[src/rtl/fir_pkg.sv]
// Shared types and helpers for the sequential multiply-accumulate FIR.
package fir_pkg;

  typedef enum logic [1:0] {
    IDLE = 2'd0,
    MAC  = 2'd1,
    OUT  = 2'd2
  } fir_state_e;

  // Accumulator wide enough that TAPS full-precision products can never overflow.
  function automatic int acc_width(input int data_w, input int coef_w, input int taps);
    return data_w + coef_w + $clog2(taps);
  endfunction

  // First-difference kernel: y[n] = x[n] - x[n-1].
  function automatic int diff_kernel(input int k);
    return (k == 0) ? 1 : ((k == 1) ? -1 : 0);
  endfunction

endpackage

[src/rtl/fir_mac_seq_if.sv]
// Sample path, coefficient port and status of the sequential FIR.
interface fir_mac_seq_if #(
  parameter int DATA_W = 16,
  parameter int COEF_W = 16,
  parameter int TAPS   = 8
);
  localparam int AW = $clog2(TAPS);

  // Strobe semantics, no back-pressure: in_en is a one-cycle sample strobe that
  // the filter takes in IDLE or OUT and drops (flagging overrun) while busy;
  // out_en is a one-cycle strobe qualifying dout, which holds between strobes.
  logic signed [DATA_W-1:0] din;
  logic                     in_en;
  logic                     coef_we;
  logic [AW-1:0]            coef_addr;
  logic signed [COEF_W-1:0] coef_wdata;
  logic                     overrun_clr;
  logic signed [DATA_W-1:0] dout;
  logic                     out_en;
  logic                     busy;
  logic                     overrun;

  modport master (
    output din, in_en, coef_we, coef_addr, coef_wdata, overrun_clr,
    input  dout, out_en, busy, overrun
  );

  modport slave (
    input  din, in_en, coef_we, coef_addr, coef_wdata, overrun_clr,
    output dout, out_en, busy, overrun
  );

endinterface

[src/rtl/fir_sat.sv]
// Arithmetic right shift of the accumulator followed by clamp to DATA_W signed.
module fir_sat #(
  parameter int ACC_W  = 35,
  parameter int DATA_W = 16,
  parameter int SHIFT  = 0
) (
  input  logic signed [ACC_W-1:0]  acc,
  output logic signed [DATA_W-1:0] y
);

  logic signed [ACC_W-1:0]      shifted;
  logic        [ACC_W-DATA_W:0] upper;
  logic                         in_range;

  assign shifted  = acc >>> SHIFT;
  // Representable exactly when every bit above the DATA_W sign bit copies it.
  assign upper    = shifted[ACC_W-1:DATA_W-1];
  assign in_range = (&upper) | ~(|upper);

  always_comb begin
    y = shifted[DATA_W-1:0];
    if (!in_range) begin
      if (shifted[ACC_W-1]) y = {1'b1, {(DATA_W-1){1'b0}}};
      else                  y = {1'b0, {(DATA_W-1){1'b1}}};
    end
  end

endmodule

[src/rtl/fir_mac_seq.sv]
// TAPS-deep FIR with loadable coefficients, one shared multiplier stepped over
// the taps, saturating output and overrun detection.
module fir_mac_seq
  import fir_pkg::*;
#(
  parameter int DATA_W = 16,
  parameter int COEF_W = 16,
  parameter int TAPS   = 8,
  parameter int SHIFT  = 0
) (
  input  logic          clk,
  input  logic          rst_n,
  fir_mac_seq_if.slave  bus,
  output fir_state_e    state
);

  localparam int AW    = $clog2(TAPS);
  localparam int PW    = DATA_W + COEF_W;
  localparam int ACC_W = acc_width(DATA_W, COEF_W, TAPS);
  localparam logic [AW-1:0] LAST = AW'(TAPS - 1);

  logic signed [DATA_W-1:0] hist [TAPS];
  logic signed [COEF_W-1:0] coef [TAPS];
  logic signed [ACC_W-1:0]  acc;
  logic [AW-1:0]            k;
  logic signed [PW-1:0]     prod;
  logic signed [DATA_W-1:0] y;
  logic signed [DATA_W-1:0] dout_q;
  logic                     out_en_q;
  logic                     busy_q;
  logic                     overrun_q;
  logic                     accept;

  assign prod   = PW'(coef[k]) * PW'(hist[k]);
  assign accept = bus.in_en && (state != MAC);

  fir_sat #(.ACC_W(ACC_W), .DATA_W(DATA_W), .SHIFT(SHIFT)) u_sat (
    .acc (acc),
    .y   (y)
  );

  always_ff @(posedge clk or negedge rst_n) begin
    if (!rst_n) begin
      state     <= IDLE;
      acc       <= '0;
      k         <= '0;
      dout_q    <= '0;
      out_en_q  <= 1'b0;
      busy_q    <= 1'b0;
      overrun_q <= 1'b0;
      for (int i = 0; i < TAPS; i++) begin
        hist[i] <= '0;
        coef[i] <= COEF_W'(diff_kernel(i));
      end
    end else begin
      out_en_q <= 1'b0;
      if (bus.overrun_clr) overrun_q <= 1'b0;

      // Coefficients are frozen while a result is being accumulated.
      if (bus.coef_we && state != MAC) coef[bus.coef_addr] <= bus.coef_wdata;

      if (accept) begin
        hist[0] <= bus.din;
        for (int i = 1; i < TAPS; i++) hist[i] <= hist[i-1];
        acc <= '0;
        k   <= '0;
      end

      case (state)
        IDLE: begin
          if (accept) begin
            busy_q <= 1'b1;
            state  <= MAC;
          end
        end
        MAC: begin
          acc <= acc + ACC_W'(prod);
          if (bus.in_en) overrun_q <= 1'b1;
          if (k == LAST) begin
            busy_q <= 1'b0;
            state  <= OUT;
          end else begin
            k <= k + AW'(1);
          end
        end
        OUT: begin
          dout_q   <= y;
          out_en_q <= 1'b1;
          if (accept) begin
            busy_q <= 1'b1;
            state  <= MAC;
          end else begin
            state  <= IDLE;
          end
        end
        default: state <= IDLE;
      endcase
    end
  end

  assign bus.dout    = dout_q;
  assign bus.out_en  = out_en_q;
  assign bus.busy    = busy_q;
  assign bus.overrun = overrun_q;

endmodule
[src/flat_wrapper.sv]
// flat-port wrapper written by rule: the top's interface ports become plain ports
module fir_mac_seq_flat import fir_pkg::*;
#(
  parameter int DATA_W = 16,
  parameter int COEF_W = 16,
  parameter int TAPS   = 8,
  parameter int SHIFT  = 0
)
  (clk, rst_n, state, bus_din, bus_in_en, bus_coef_we, bus_coef_addr, bus_coef_wdata, bus_overrun_clr, bus_dout, bus_out_en, bus_busy, bus_overrun);
  fir_mac_seq_if #(.DATA_W(DATA_W), .COEF_W(COEF_W), .TAPS(TAPS)) bus_i ();
  input  logic clk;
  input  logic rst_n;
  output fir_state_e state;
  input wire logic [$bits(bus_i.din)-1:0] bus_din;
  input wire logic [$bits(bus_i.in_en)-1:0] bus_in_en;
  input wire logic [$bits(bus_i.coef_we)-1:0] bus_coef_we;
  input wire logic [$bits(bus_i.coef_addr)-1:0] bus_coef_addr;
  input wire logic [$bits(bus_i.coef_wdata)-1:0] bus_coef_wdata;
  input wire logic [$bits(bus_i.overrun_clr)-1:0] bus_overrun_clr;
  output wire logic [$bits(bus_i.dout)-1:0] bus_dout;
  output wire logic [$bits(bus_i.out_en)-1:0] bus_out_en;
  output wire logic [$bits(bus_i.busy)-1:0] bus_busy;
  output wire logic [$bits(bus_i.overrun)-1:0] bus_overrun;
  assign bus_i.din = bus_din;
  assign bus_i.in_en = bus_in_en;
  assign bus_i.coef_we = bus_coef_we;
  assign bus_i.coef_addr = bus_coef_addr;
  assign bus_i.coef_wdata = bus_coef_wdata;
  assign bus_i.overrun_clr = bus_overrun_clr;
  assign bus_dout = bus_i.dout;
  assign bus_out_en = bus_i.out_en;
  assign bus_busy = bus_i.busy;
  assign bus_overrun = bus_i.overrun;
  fir_mac_seq #(.DATA_W(DATA_W), .COEF_W(COEF_W), .TAPS(TAPS), .SHIFT(SHIFT)) u_core (.clk(clk), .rst_n(rst_n), .bus(bus_i), .state(state));
endmodule
[config.mk]
export PLATFORM = sky130hd
export DESIGN_NAME = fir_mac_seq_flat
export DESIGN_NICKNAME = d
export VERILOG_FILES = /design/src/rtl/fir_pkg.sv /design/src/rtl/fir_mac_seq_if.sv /design/src/rtl/fir_sat.sv /design/src/rtl/fir_mac_seq.sv /design/src/flat_wrapper.sv
export SDC_FILE = /design/constraint.sdc
export NUM_CORES = 1
export LEC_CHECK = 0
export CORE_MARGIN = 1
export CORE_UTILIZATION = 40
export CTS_BUF_LIST = sky130_fd_sc_hd__clkbuf_16
export CTS_CLUSTER_SIZE = 28
export DETAILED_ROUTE_END_ITERATION = 7
export GPL_ROUTABILITY_DRIVEN = 0
export GPL_TIMING_DRIVEN = 0
export PLACE_DENSITY_LB_ADDON = 0.12
export RECOVER_POWER = 100
export SYNTH_ARGS = -nofsm -noshare
export SYNTH_HDL_FRONTEND = slang
export SYNTH_SLANG_ARGS = --single-unit
[constraint.sdc]
create_clock -name clk -period 6.8 [get_ports clk]
set_clock_uncertainty 0.05 [all_clocks]
set_input_delay 0.68 -clock clk [delete_from_list [all_inputs] [get_ports clk]]
set_output_delay 0.68 -clock clk [all_outputs]
set_load 0.005 [all_outputs]
==> out/qor.txt <==
Slew Limit Headroom: -71.1%
Congestion Overflow GR: 0
Clock Tree Root: clkbuf_16
Top cells by area, synth: dfrtp_1 30%, fa_1 25%, mux2_2 13%
Clock Sinks: 315
Layer with the highest usage: met2
Drt total wl: 66100 µm
Final setup fails: 19
Drt wl/cell: 20.5 µm
Syn Inst Count: 2150
Number of synthesized register bits: 315
# DRC: 0
Violated checks: capacitance limit, slew limit, setup timing
M2 GR Usage: 35.1%
Area Overhead vs Synth: 21.1%
Most used flip-flop cell after synthesis: dfrtp_1
Post-Layout Cell Count: 3226
MaxCap Viol Count: 4
CTS tree: yes
Hold Vio Cnt, Final: 0
First-pass GRT wire length: 104000 µm
Syn nets: 2606
Largest net degree at the start of global routing: 103
Port Buffers: 58
Die X: 252 µm
Footprint of the multi-input gates: 0.0165 mm²
Tot GR Track Use: 21.6%
Core footprint: 0.0618 mm²
Leading area contributor after synthesis: dfrtp_1
Hold depth: 2
Final core occ: 49.1%
Worst Hold Class: register to register
Asr flop ratio synth: 100%
# diodes: 0
Drt pass-1 iters: 4
Final setup margin: -0.515 ns
Total negative setup slack: -5.79 ns
Worst-path clk slew: 0.06 ns
Rows: 91
Capturing point of the worst reg2reg path: u_core.acc[31]$_DFFE_PN0P_
Worst EP arrival: 7.71 ns
IO Count: 61
RSZ-0062 raised after global routing: yes
Vias/cell: 5.14
Synth cell types: 68
Sequential Area: 0.00791 mm²
Chip height: 252 µm
Post-Syn Area per Cell: 11.7 µm²
Status: complete, but fails checks
Top cell types by occurrence after synthesis: 369 x inv_1, 310 x fa_1, 298 x dfrtp_1
Cell area after synthesis: 0.0251 mm²
Die area: 0.0637 mm²
Hold Path Origin: u_core.bus.dout[6]$_DFFE_PN0P_
Post-DP HPWL: 50100 µm
Layout cells sized above 1: 30.3%
Endpoint class of the critical path: register
H-tree Lvls: 2
DR vias: 16600
R2R setup slack: -0.52 ns
Top cell type's share of synthesized area: 29.7%
Worst Path Required: 7.19 ns
Post-synth EDFFs: 0
Worst Max-Slew Pin Slew: 2.57 ns
Crit path max fanout: 10
Most frequent cell after synthesis: inv_1
Synth warn: 0
Fillers: 5584
Clock tree buffer depth: 3
Vias in the first global route: 17800
Period minus WS final: 7.32 ns
Initial antenna violation count: 0
Ratio of final minimum period to clock period: 108%
Fmax: 0.137 GHz
Worst Path Class, Setup: register to register
M3 GR Usage: 2.94%
R2r worst-path depth: 25
Nature of the critical path startpoint: register
Nets: 2818
Max-slew violation count: 166
Post-synthesis sequential area ratio: 31.5%
Drt initial violations: 713
Clock latency on the worst-skew pair: 0.58 ns
Reg2Reg Launch Point: u_core.k[0]$_DFF_PN0_
Cts bufs inserted: 38
Met1 Usage GRT: 29.8%
Antenna viol nets, final: 0
Initial core utilization: 40.6%
WHS Endpoint: u_core.bus.dout[6]$_DFFE_PN0P_
Cells after DPL: 3048
how the worst max path moves through the flow:
| stage | from | endpoint | slack, ns | cells past startpoint |
|---|---|---|---|---|
| 2_1_floorplan | u_core.k[0]$_DFF_PN0_ | u_core.acc[31]$_DFFE_PN0P_ | -0.07 | 27 |
| 3_3_place_gp | rst_n | u_core.hist[120]$_DFFE_PN0P_ | -8.59 | 1 |
| 3_5_place_dp | u_core.k[1]$_DFF_PN0_ | u_core.acc[31]$_DFFE_PN0P_ | -1.94 | 25 |
| 4_1_cts | u_core.k[0]$_DFF_PN0_ | u_core.acc[31]$_DFFE_PN0P_ | -0.52 | 28 |
| 5_1_grt | u_core.k[0]$_DFF_PN0_ | u_core.acc[31]$_DFFE_PN0P_ | -0.73 | 25 |
| 6_report | u_core.k[0]$_DFF_PN0_ | u_core.acc[31]$_DFFE_PN0P_ | -0.52 | 25 |
critical path, cell delays in order (launching register included):
cell       delay (ns)
dfrtp_2          0.40
buf_12           0.14
buf_16           0.16
buf_12           0.14
mux4_2           0.54
mux2i_4          0.26
clkbuf_8         0.23
nor2_1           0.07
fa_1             0.57
fa_1             0.44
fa_1             0.61
fa_2             0.46
fa_1             0.48
inv_1            0.05
fa_1             0.48
inv_2            0.05
ha_4             0.20
buf_6            0.11
a211oi_2         0.21
nor2_2           0.06
o41a_1           0.33
a21o_1           0.21
o2111ai_2        0.24
a31oi_1          0.13
or3_1            0.33
a31o_1           0.23
per-stage QoR:
| step | setup slack, ns | instance area, µm² | hold slack (ns) |
|---|---|---|---|
| final | -0.515 | 30400 | 0.419 |
| after global routing | -0.731 | 30400 | 0.446 |
| after CTS | -0.522 | 29800 | 0.432 |
| after detailed placement | -1.94 | 27100 | 0.419 |
| after global placement | -8.59 | 27000 | 0.412 |
| after floorplan | -0.0670 | 25400 | 0.334 |
layout make-up:
class / instances / area share (%)
Sequential cell: 315 / 26.0
Clock buffer: 38 / 3.13
Tap cell: 837 / 3.45
Timing Repair Buffer: 173 / 5.72
Buffer: 81 / 2.05
Inverter: 371 / 4.61
Clock inverter: 29 / 0.729
Multi-Input combinational cell: 1382 / 54.3
flip-flops by register name, indices dropped and copies added (netlist names):
| name | cells |
|---|---|
| u_core.acc | 35 |
| u_core.bus.overrun | 1 |
| u_core.bus.out_en | 1 |
| u_core.coef | 128 |
| u_core.hist | 128 |
| u_core.k | 3 |
| u_core.bus.busy | 1 |
| u_core.bus.dout | 16 |
| u_core.state | 2 |
cell usage in the layout (no fill, tap or decap), types with 8 or more instances in the layout:
master and instances:
fa_2 16, nor2_1 134, clkbuf_16 41, clkbuf_4 9, xor2_1 13, a21oi_1 11
clkbuf_1 44, nand2b_1 8, ha_4 14, o21ai_0 53, nand2_1 142, mux2_4 15
mux4_2 63, o21ai_1 9, a21oi_2 10, a21o_1 9, dfrtp_1 297, ha_1 91
inv_2 21, mux2_2 265, nand3_1 35, inv_1 354, fa_1 294, nand2_2 10
buf_6 24, nand4_1 9, clkdlybuf4s50_1 36, clkinv_1 9, buf_12 13, xnor2_1 16
dlygate4sd3_1 22, buf_4 78, mux2i_4 24, dfstp_2 17
routing by layer:
metal,wire (µm),share of wire (%)
met5,0,0
met4,2190,3.3
met3,2820,4.3
met2,31500,48
met1,29600,45
kinds of logic after synthesis:
family / share of synthesized area, %
DFF: 31.5
xor gates and xnor gates: 1.08
AOI/OAI and AO/OA: 3.73
and+or+nand+nor: 7.28
buffers and inverters: 6.91
muxes: 19.4
adders and majority gates: 30.0
what timing repair did:
action / CTS / global route
endpoints found under the hold margin: 45 / 0
pin swaps: 40 / 61
cloned: 6 / 1
hold buffers: 1 / 0
buffers inserted: 66 / 40
setup endpoints to repair: 25 / 23
resized for setup: 177 / 101
Power is left out: the tool's default activity adds up to more than one toggle a clock period on the data nets, which glitch-free logic cannot reach.
